[src/rtl/aes_pkg.sv]
// aes_pkg: shared AES-128 constants, sequencer state type and GF(2^8) xtime
package aes_pkg;
  localparam int ROUNDS = 10;
  localparam logic [7:0] RCON_INIT = 8'h01;
  localparam logic [7:0] RCON_LAST = 8'h36;
  typedef enum logic {IDLE, ROUND} state_t;
  function automatic logic [7:0] xtime(input logic [7:0] b);
    return {b[6:0], 1'b0} ^ (b[7] ? 8'h1B : 8'h00);
  endfunction
endpackage

[src/rtl/aes_pipe_reg_start_if.sv]
// aes_pipe_reg_start_if: plaintext/key valid-ready entry handshake
interface aes_pipe_reg_start_if;
  logic in_valid;
  logic in_ready;
  logic [127:0] data_in;
  logic [127:0] key_in;
  modport master(output in_valid, data_in, key_in, input in_ready);
  modport slave(input in_valid, data_in, key_in, output in_ready);
endinterface

[src/rtl/aes_pipe_reg_start.sv]
// aes_pipe_reg_start: AES-128 entry register and round/Rcon sequencer
// AES_PIPE_START_ARK0_EN folds the round-0 AddRoundKey into the entry load.
module aes_pipe_reg_start
  import aes_pkg::*;
(
  input  logic clock,
  input  logic reset,
  aes_pipe_reg_start_if.slave bus,
  input  logic [127:0] fb_in,
  input  logic [127:0] fb_key_in,
  output logic [7:0] Rcon_out,
  output logic [7:0] out0, out1, out2, out3, out4, out5, out6, out7,
  output logic [7:0] out8, out9, outA, outB, outC, outD, outE, outF,
  output logic [127:0] key_out,
  output logic busy
);
  localparam int CW = $clog2(ROUNDS + 1);
  state_t state;
  logic [CW-1:0] cnt;
  logic [127:0] lanes;
  logic [127:0] load;
`ifdef AES_PIPE_START_ARK0_EN
  assign load = bus.data_in ^ bus.key_in;
`else
  assign load = bus.data_in;
`endif
  assign bus.in_ready = (state == IDLE) && !reset;
  assign {outF, outE, outD, outC, outB, outA, out9, out8,
          out7, out6, out5, out4, out3, out2, out1, out0} = lanes;
  // Rcon_out drops to zero on the terminal edge so the end register never re-captures
  always_ff @(posedge clock) begin
    if (reset) begin
      state <= IDLE;
      cnt <= '0;
      lanes <= '0;
      key_out <= '0;
      Rcon_out <= 8'h00;
      busy <= 1'b0;
    end else if (state == IDLE) begin
      if (bus.in_valid) begin
        state <= ROUND;
        cnt <= CW'(1);
        lanes <= load;
        key_out <= bus.key_in;
        Rcon_out <= RCON_INIT;
        busy <= 1'b1;
      end
    end else if (cnt == CW'(ROUNDS)) begin
      state <= IDLE;
      cnt <= '0;
      Rcon_out <= 8'h00;
      busy <= 1'b0;
    end else begin
      cnt <= cnt + 1'b1;
      lanes <= fb_in;
      key_out <= fb_key_in;
      Rcon_out <= xtime(Rcon_out);
    end
  end
endmodule
[src/flat_wrapper.sv]
// flat-port wrapper written by rule: the top's interface ports become plain ports
module aes_pipe_reg_start_flat import aes_pkg::*;
  (clock, reset, fb_in, fb_key_in, Rcon_out, out0, out1, out2, out3, out4, out5, out6, out7, out8, out9, outA, outB, outC, outD, outE, outF, key_out, busy, bus_in_valid, bus_data_in, bus_key_in, bus_in_ready);
  aes_pipe_reg_start_if bus_i ();
  input  logic clock;
  input  logic reset;
  input  logic [127:0] fb_in;
  input  logic [127:0] fb_key_in;
  output logic [7:0] Rcon_out;
  output logic [7:0] out0;
  output logic [7:0] out1;
  output logic [7:0] out2;
  output logic [7:0] out3;
  output logic [7:0] out4;
  output logic [7:0] out5;
  output logic [7:0] out6;
  output logic [7:0] out7;
  output logic [7:0] out8;
  output logic [7:0] out9;
  output logic [7:0] outA;
  output logic [7:0] outB;
  output logic [7:0] outC;
  output logic [7:0] outD;
  output logic [7:0] outE;
  output logic [7:0] outF;
  output logic [127:0] key_out;
  output logic busy;
  input wire logic [$bits(bus_i.in_valid)-1:0] bus_in_valid;
  input wire logic [$bits(bus_i.data_in)-1:0] bus_data_in;
  input wire logic [$bits(bus_i.key_in)-1:0] bus_key_in;
  output wire logic [$bits(bus_i.in_ready)-1:0] bus_in_ready;
  assign bus_i.in_valid = bus_in_valid;
  assign bus_i.data_in = bus_data_in;
  assign bus_i.key_in = bus_key_in;
  assign bus_in_ready = bus_i.in_ready;
  aes_pipe_reg_start u_core (.clock(clock), .reset(reset), .bus(bus_i), .fb_in(fb_in), .fb_key_in(fb_key_in), .Rcon_out(Rcon_out), .out0(out0), .out1(out1), .out2(out2), .out3(out3), .out4(out4), .out5(out5), .out6(out6), .out7(out7), .out8(out8), .out9(out9), .outA(outA), .outB(outB), .outC(outC), .outD(outD), .outE(outE), .outF(outF), .key_out(key_out), .busy(busy));
endmodule
[config.mk]
export PLATFORM = sky130hd
export DESIGN_NAME = aes_pipe_reg_start_flat
export DESIGN_NICKNAME = d
export VERILOG_FILES = /design/src/rtl/aes_pkg.sv /design/src/rtl/aes_pipe_reg_start_if.sv /design/src/rtl/aes_pipe_reg_start.sv /design/src/flat_wrapper.sv
export SDC_FILE = /design/constraint.sdc
export NUM_CORES = 1
export LEC_CHECK = 0
export ABC_AREA = 0
export CORE_AREA = 2 2 306 308
export CTS_CLUSTER_DIAMETER = 40
export DETAILED_ROUTE_END_ITERATION = 10
export DIE_AREA = 0 0 308 310
export DONT_BUFFER_PORTS = 1
export GPL_TIMING_DRIVEN = 0
export HOLD_SLACK_MARGIN = 0.12
export PLACE_DENSITY = 0.33
export SLEW_MARGIN = 20
export SYNTH_ARGS = -nofsm -noshare
export SYNTH_HDL_FRONTEND = slang
export SYNTH_SLANG_ARGS = --single-unit
[constraint.sdc]
create_clock -name clock -period 1.7 [get_ports clock]
set_input_delay 0.17 -clock clock [delete_from_list [all_inputs] [get_ports clock]]
set_output_delay 0.17 -clock clock [all_outputs]
set_load 0.005 [all_outputs]
==> results.sh, run 1 <==
export IMPL_status="stopped before the end"
export IMPL_stop_stage="clock tree synthesis (4_1_cts)"
export IMPL_stop_error="[ERROR RSZ-0060] Max buffer count reached."
export IMPL_io_pins=781
export IMPL_yosysSeqAreaShare_pct=40.25
export IMPL_num_rows=112
export IMPL_cts_resized=190
export IMPL_fp_dieH_um=310
export IMPL_synth_compound_area_share_pct=33.31
export IMPL_h_tree_depth=2
export IMPL_synth_cell_type_count=32
export IMPL_syn_area_per_cell_um2=10.91
export IMPL_syn_area_um2=13430
export IMPL_synth_area_leaders="dfxtp_1 40%, a211oi_2 21%, mux2i_1 19%"
export IMPL_syn_inst=1231
export IMPL_dp_slack_ns=-1.535
export IMPL_synth_commonest_cells="270 x dfxtp_1, 258 x a21oi_1, 256 x mux2i_1"
export IMPL_synth_seq_cells=270
export IMPL_yosys_warnings=0
export IMPL_post_cts_buffers=17
export IMPL_place_hpwl_um=47780
export IMPL_synth_top_family_by_area="compound AO/OA/AOI/OAI gates"
export IMPL_die_width_um=308
export IMPL_synth_area_leader_cell="dfxtp_1"
export IMPL_synth_top_area_share_pct=40.25
export IMPL_gp_congestion=0.7459
export IMPL_synthMuxAreaShare_pct=19.08
export IMPL_cts_hold_buf=513
export IMPL_synth_edf_count=0
export IMPL_syn_nets=1748
export IMPL_initial_core_util_pct=14.52
export IMPL_synth_adder_area_share_pct=0.1864
export IMPL_numCtsBuffers=61
export IMPL_port_buffers=0
export IMPL_ctsRootBufferMaster="clkbuf_16"
export IMPL_clk_path_buf_depth=3
export IMPL_synth_xor_area_share_pct=0.1957
export IMPL_synth_flop_cell="dfxtp_1"
export IMPL_post_synth_top_count_cell="dfxtp_1"
export IMPL_clock_sinks=270
export IMPL_synthArstFlopShare_pct=0
export IMPL_yosys_area_share_simple_pct=0.9970
cells by family after synthesis:
logic type | count (synthesis)
AOI/OAI and AO/OA | 529
and+or+nand+nor | 23
xor gates and xnor gates | 3
DFF | 270
adders and majority gates | 2
muxes | 256
buffers and inverters | 148
per-stage QoR:
step                hold slack [ns]  area (µm²)  cells
floorplan                    0.3006       13430   1231
global placement             0.3162       14930   2428
detailed placement           0.3177       14930   2428
==> run 2: changes to the inputs <==
CORE_AREA = 2 2 305 307   (was 2 2 306 308)
CTS_CLUSTER_DIAMETER = default   (was 40)
DIE_AREA = 0 0 307 309   (was 0 0 308 310)
HOLD_SLACK_MARGIN = default   (was 0.12)
PLACE_DENSITY = default   (was 0.33)
PLACE_DENSITY_LB_ADDON = 0.15   (was default)
clock period = 2.2 ns   (was 1.7 ns; I/O delays follow)
==> run 2 against run 1 <==
The flow now finishes without violations. Synthesized cell count unchanged. Area after synthesis unchanged.
==> results.sh, run 2 <==
export IMPL_status="finished clean"
export IMPL_grt_overflow_total=0
export IMPL_clk_pin_slew_worst_paths_ns=0.06
export IMPL_final_util_pct=22.14
export IMPL_ir_drop_mv=0.3731
export IMPL_syn_nets=1748
export IMPL_num_rows=111
export IMPL_cp_end_kind="flip-flop"
export IMPL_synth_seq_cells=270
export IMPL_min_period_ns=2.051
export IMPL_cp_slowest_cell="mux2i_2"
export IMPL_ant_nets=0
export IMPL_whs_path_depth=2
export IMPL_ctsRootBufferMaster="clkbuf_16"
export IMPL_hold_class="in -> reg"
export IMPL_synth_top_area_share_pct=40.25
export IMPL_synth_flop_cell="dfxtp_1"
export IMPL_grtUsageTotal_pct=13.18
export IMPL_slew_violations=0
export IMPL_critPathKind="reg -> reg"
export IMPL_synthArstFlopShare_pct=0
export IMPL_power_per_cell_area_nw_per_um2=694.9
export IMPL_synth_area_leader_cell="dfxtp_1"
export IMPL_r2r_slack_ns=0.15
export IMPL_reg_top3="u_core.key_out x128, u_core.lanes x128, u_core.Rcon_out x8"
export IMPL_timing_rr_start="u_core.state"
export IMPL_fp_dieH_um=309
export IMPL_drive_gt1_share_pct=23.20
export IMPL_crit_top_cell="buf_2"
export IMPL_arrival_ns=2.42
export IMPL_worst_slew_pin_slew_ns=0.9767
export IMPL_route_detailed_drc=0
export IMPL_clk_path_buf_depth=3
export IMPL_synth_commonest_cells="270 x dfxtp_1, 258 x a21oi_1, 256 x mux2i_1"
export IMPL_routed_wl_um=66890
export IMPL_post_synth_top_count_cell="dfxtp_1"
export IMPL_max_stage_delay_ns=0.51
export IMPL_final_setup_viol_count=0
export IMPL_critPathMaxFanout=10
export IMPL_h_tree_depth=2
export IMPL_path_cells="buf_2 -> buf_4 -> buf_2 -> mux2i_2 -> a211oi_2"
export IMPL_rsz0062_at_grt="false"
export IMPL_fin_nets=2200
export IMPL_drtPass1Iterations=7
export IMPL_io_pins=781
export IMPL_die_width_um=307
export IMPL_worstHoldStart="bus_key_in[98]"
export IMPL_fmax_mhz=487.5
export IMPL_required_ns=2.57
export IMPL_synth_area_leaders="dfxtp_1 40%, a211oi_2 21%, mux2i_1 19%"
export IMPL_reg2reg_to="u_core.key_out[8]"
export IMPL_initial_core_util_pct=14.69
export IMPL_place_hpwl_um=50050
export IMPL_clk_latency_ns=0.53
export IMPL_area_growth_syn_to_layout_pct=50.70
export IMPL_nFillCells=9787
export IMPL_numCtsBuffers=36
export IMPL_synth_edf_count=0
export IMPL_finClkSkew_ns=0.01422
export IMPL_vias=12186
export IMPL_antenna_found_initial=2
export IMPL_clock_sinks=270
export IMPL_post_route_period_util_pct=93.23
export IMPL_grt_pass1_vias=12800
export IMPL_port_buffers=0
export IMPL_hold_viol_final=0
export IMPL_path_delay_family="buffers and inverters"
export IMPL_maxCapViolCount=0
export IMPL_gp_congestion=0.7529
export IMPL_syn_area_per_cell_um2=10.91
export IMPL_vias_per_cell=4.209
export IMPL_whs_ns=0.02790
export IMPL_syn_inst=1231
export IMPL_cts_tree="done"
export IMPL_die_area_um2=94860
export IMPL_worst_r2r_cell_count=5
export IMPL_total_power_mw=14.06
export IMPL_syn_area_um2=13430
export IMPL_yosysSeqAreaShare_pct=40.25
export IMPL_final_cells=2895
export IMPL_synth_cell_type_count=32
export IMPL_wire_per_inst_um=23.11
export IMPL_slew_headroom_pct=34.89
export IMPL_grt_pass1_wl_um=91790
export IMPL_min_to="u_core.key_out[98]"
export IMPL_final_cell_mix="411 x dlygate4sd3_1, 270 x dfxtp_1, 258 x a21oi_1"
export IMPL_core_area_um2=91390
export IMPL_critPathBufInv=3
export IMPL_yosys_warnings=0
export IMPL_drtIter0Drc=532
export IMPL_layout_commonest_cell="dlygate4sd3_1"
export IMPL_start_kind="flip-flop"
export IMPL_leakagePower_nw=7.284
export IMPL_place_inst=2417
export IMPL_grt_max_degree=12
[run 2: cell counts after synthesis]
Identical to the previous run, type by type.
[run 2: cell families after synthesis]
logic type,after synthesis,synth area share [%]
AO/OA/AOI/OAI,529,33.31
flip-flops,270,40.25
multiplexers,256,19.08
buffers and inverters,148,5.973
AND/OR/NAND/NOR,23,0.9971
XOR/XNOR,3,0.1957
adder cells (fa/ha/maj),2,0.1863
[run 2: power breakdown]
part | total, mW | internal, mW | leakage [nW] | switching [mW]
logic | 2.64 | 1.29 | 4.50 | 1.35
registers | 5.83 | 5.33 | 2.25 | 0.493
clock network | 5.59 | 3.29 | 0.534 | 2.30
[run 2: final cells by class]
class / count / area [µm²] / share of cell area (%)
clock buffers: 56 / 1057 / 5.225
flip-flops and latches: 270 / 5405 / 26.71
diodes: 2 / 5.005 / 0.02473
clock inverters: 6 / 36.28 / 0.1793
plain buffers: 145 / 868.3 / 4.291
multi-input cells: 813 / 7228 / 35.72
repair buffers: 415 / 4144 / 20.48
well taps: 1186 / 1484 / 7.333
inverters: 2 / 7.507 / 0.03710
[run 2: routing by layer]
metal  track usage, %  wire [µm]  up-vias
met1            14.09      24910     5951
met5                0          0        -
li1                 -          -     5619
met3            3.768       4841      125
met2            24.18      34510      491
met4            5.502       2635        0
[run 2: how the worst max path moves through the flow]
stage	from	to	slack [ns]	cells past startpoint
floorplan	u_core.cnt[0]	u_core.key_out[93]	0.57	7
global placement	u_core.cnt[0]	u_core.lanes[115]	-0.54	7
detailed placement	u_core.cnt[0]	u_core.lanes[120]	-0.63	7
CTS	u_core.cnt[0]	u_core.lanes[35]	0.01	8
global route	u_core.cnt[0]	u_core.key_out[70]	0.0004	9
finish	u_core.state	u_core.key_out[8]	0.15	5
[run 2: through the flow]
step                setup slack, ns  area (µm²)  setup TNS [ns]
floorplan                    0.5725       13430               0
global placement            -0.5430       14910         -101.61
detailed placement          -0.6268       14910         -119.19
CTS                        0.009508       20200               0
global route              0.0003852       20230               0
finish                       0.1489       20240               0
[run 2: timing repair]
action,4_1_cts,5_1_grt
endpoints found under the hold margin,217,0
hold buffers,411,0
endpoints found under the setup margin,259,221
gates resized for setup,30,37
setup buffers,4,0
pin swaps,0,0
Power figures use the tool's default switching activity.
==> edit (config.mk and constraints of run 2) <==
Add a define of `AES_PIPE_START_ARK0_EN`.
--- a/src/rtl/aes_pipe_reg_start.sv
+++ b/src/rtl/aes_pipe_reg_start.sv
@@ -1,5 +1,7 @@
 // aes_pipe_reg_start: AES-128 entry register and round/Rcon sequencer
 // AES_PIPE_START_ARK0_EN folds the round-0 AddRoundKey into the entry load.
+`define AES_PIPE_START_ARK0_EN
+
 module aes_pipe_reg_start
   import aes_pkg::*;
 (
Behaviour: not the same (a bounded check fails within 4 cycles, from zero or initial values and one cycle with reset high).
==> edit against run 2 <==
  * Sequential cell count stayed put
  * Largest power group is now clock
  * Via count increased by 4.0%
  * Sequential share of layout area barely moved
  * Non-clock buffer count is 44 lower
  * First-iteration DRC count grew 22%
  * Sequential power up 0.9%
  * Final area about the same
  * Power grew 8.3%
  * Worst setup slack worse by 59 ps
  * Synthesized area is 0.67% higher
  * Cell count grew 3.3%
  * Routed wire length is 14% higher
==> edit: results (changes against run 2) <==
DP Wirelength: 59.53 mm (+19%)
Clock Network Area Fraction: 0.06446 (+0.01042)
Hold EP: u_core.key_out[29]
final core occ: 0.2215 (about the same)
clk_buf instances: 53 (-5.4%)
final RePlAce weighted congestion: 0.9475 (+26%)
Mapped Avg Cell Area: 10.01 sq um (-8.2%)
Post-synth top cells: 270 x dfxtp_1, 256 x mux2i_1, 131 x a21oi_1, 131 x xor2_1, 130 x nand2_1
Place WS: -502.8 ps (+124.1 ps)
outcome: finished clean
worst clock skew: 19.60 ps (+5.384 ps)
Reg power frac: 0.386 (-0.028)
multi-input combinational area share: 0.3686 (+0.01144)
non-clock buffer count: 516 (-7.9%)
xor-xnor portion of the synthesized cell area: 0.08488 (+0.08292)
gr usage total: 0.1504 (+0.01868)
routing usage on met3: 0.04659 (+0.008907)
DRT met1 WL: 31.27 mm (+26%)
Nets: 2,289 (+4.0%)
Slew @ Worst Pin: 902.0 ps (-74.67 ps)
post-synth top area share: 0.3999 (-0.002683)
WL met3: 5.924 mm (+22%)
mux contribution to synthesized area: 0.1896 (-0.001272)
FF-to-FF setup slack: 90 ps (-60 ps)
placed cell area: 15,010 sq um (+0.62%)
GR Layer Usage met2: 0.2592 (+0.01742)
routed wl met2: 37.65 mm (+9.1%)
vias in the first global route: 13,240 (+3.4%)
P per Cell Area: 752.0 nW/um^2 (+8.2%)
sw frac: 0.2997 (+0.004620)
Net Count, Synth: 1,867 (+6.8%)
fin cells: 2,990 (+3.3%)
CP max stage delay: 580 ps (+70 ps)
post-synthesis sequential area ratio: 0.3999 (-0.002683)
Signal buf overhead: 0.2256 (-0.02206)
DRT iter0 DRCs: 651 (+22%)
critical hold path startpoint: fb_key_in[29]
Seq area share: 0.2670 (about the same)
top post-synthesis cells by area: dfxtp_1 40%, mux2i_1 19%, a211oi_2 10%
Synth Area in Compound Gates: 0.2274 (-0.1057)
==> edit: cell types whose count changed in the layout (fill, tap and decap cells not counted), moves of 8 or more <==
cell           delta
o22ai_1         +125
a211oi_2        -118
xor2_1          +130
clkbuf_2         -18
mux2i_1           -8
nand2_1         +128
a21oi_1         -127
mux2i_2           +8
a211oi_1          -9
dlygate4sd3_1    -29
buf_6            -11
==> edit: what timing repair did <==
action | CTS | global route
hold buffers | 379 | 3
resized for setup | 34 | 11
hold endpoints to repair | 219 | 3
setup buffers | 0 | 1
endpoints found under the setup margin | 223 | 248
==> edit: how the worst max path moves through the flow <==
stage                          to  cells after the start  slack (ps)     startpoint
2_1_floorplan   u_core.lanes[100]                      8         560  u_core.cnt[0]
3_3_place_gp     u_core.lanes[47]                      6       -1350          reset
3_5_place_dp   u_core.key_out[27]                      5        -500   u_core.state
4_1_cts        u_core.key_out[53]                      8           6  u_core.cnt[0]
5_1_grt        u_core.key_out[92]                      5          -6   u_core.state
6_report         u_core.lanes[48]                      5          90   u_core.state
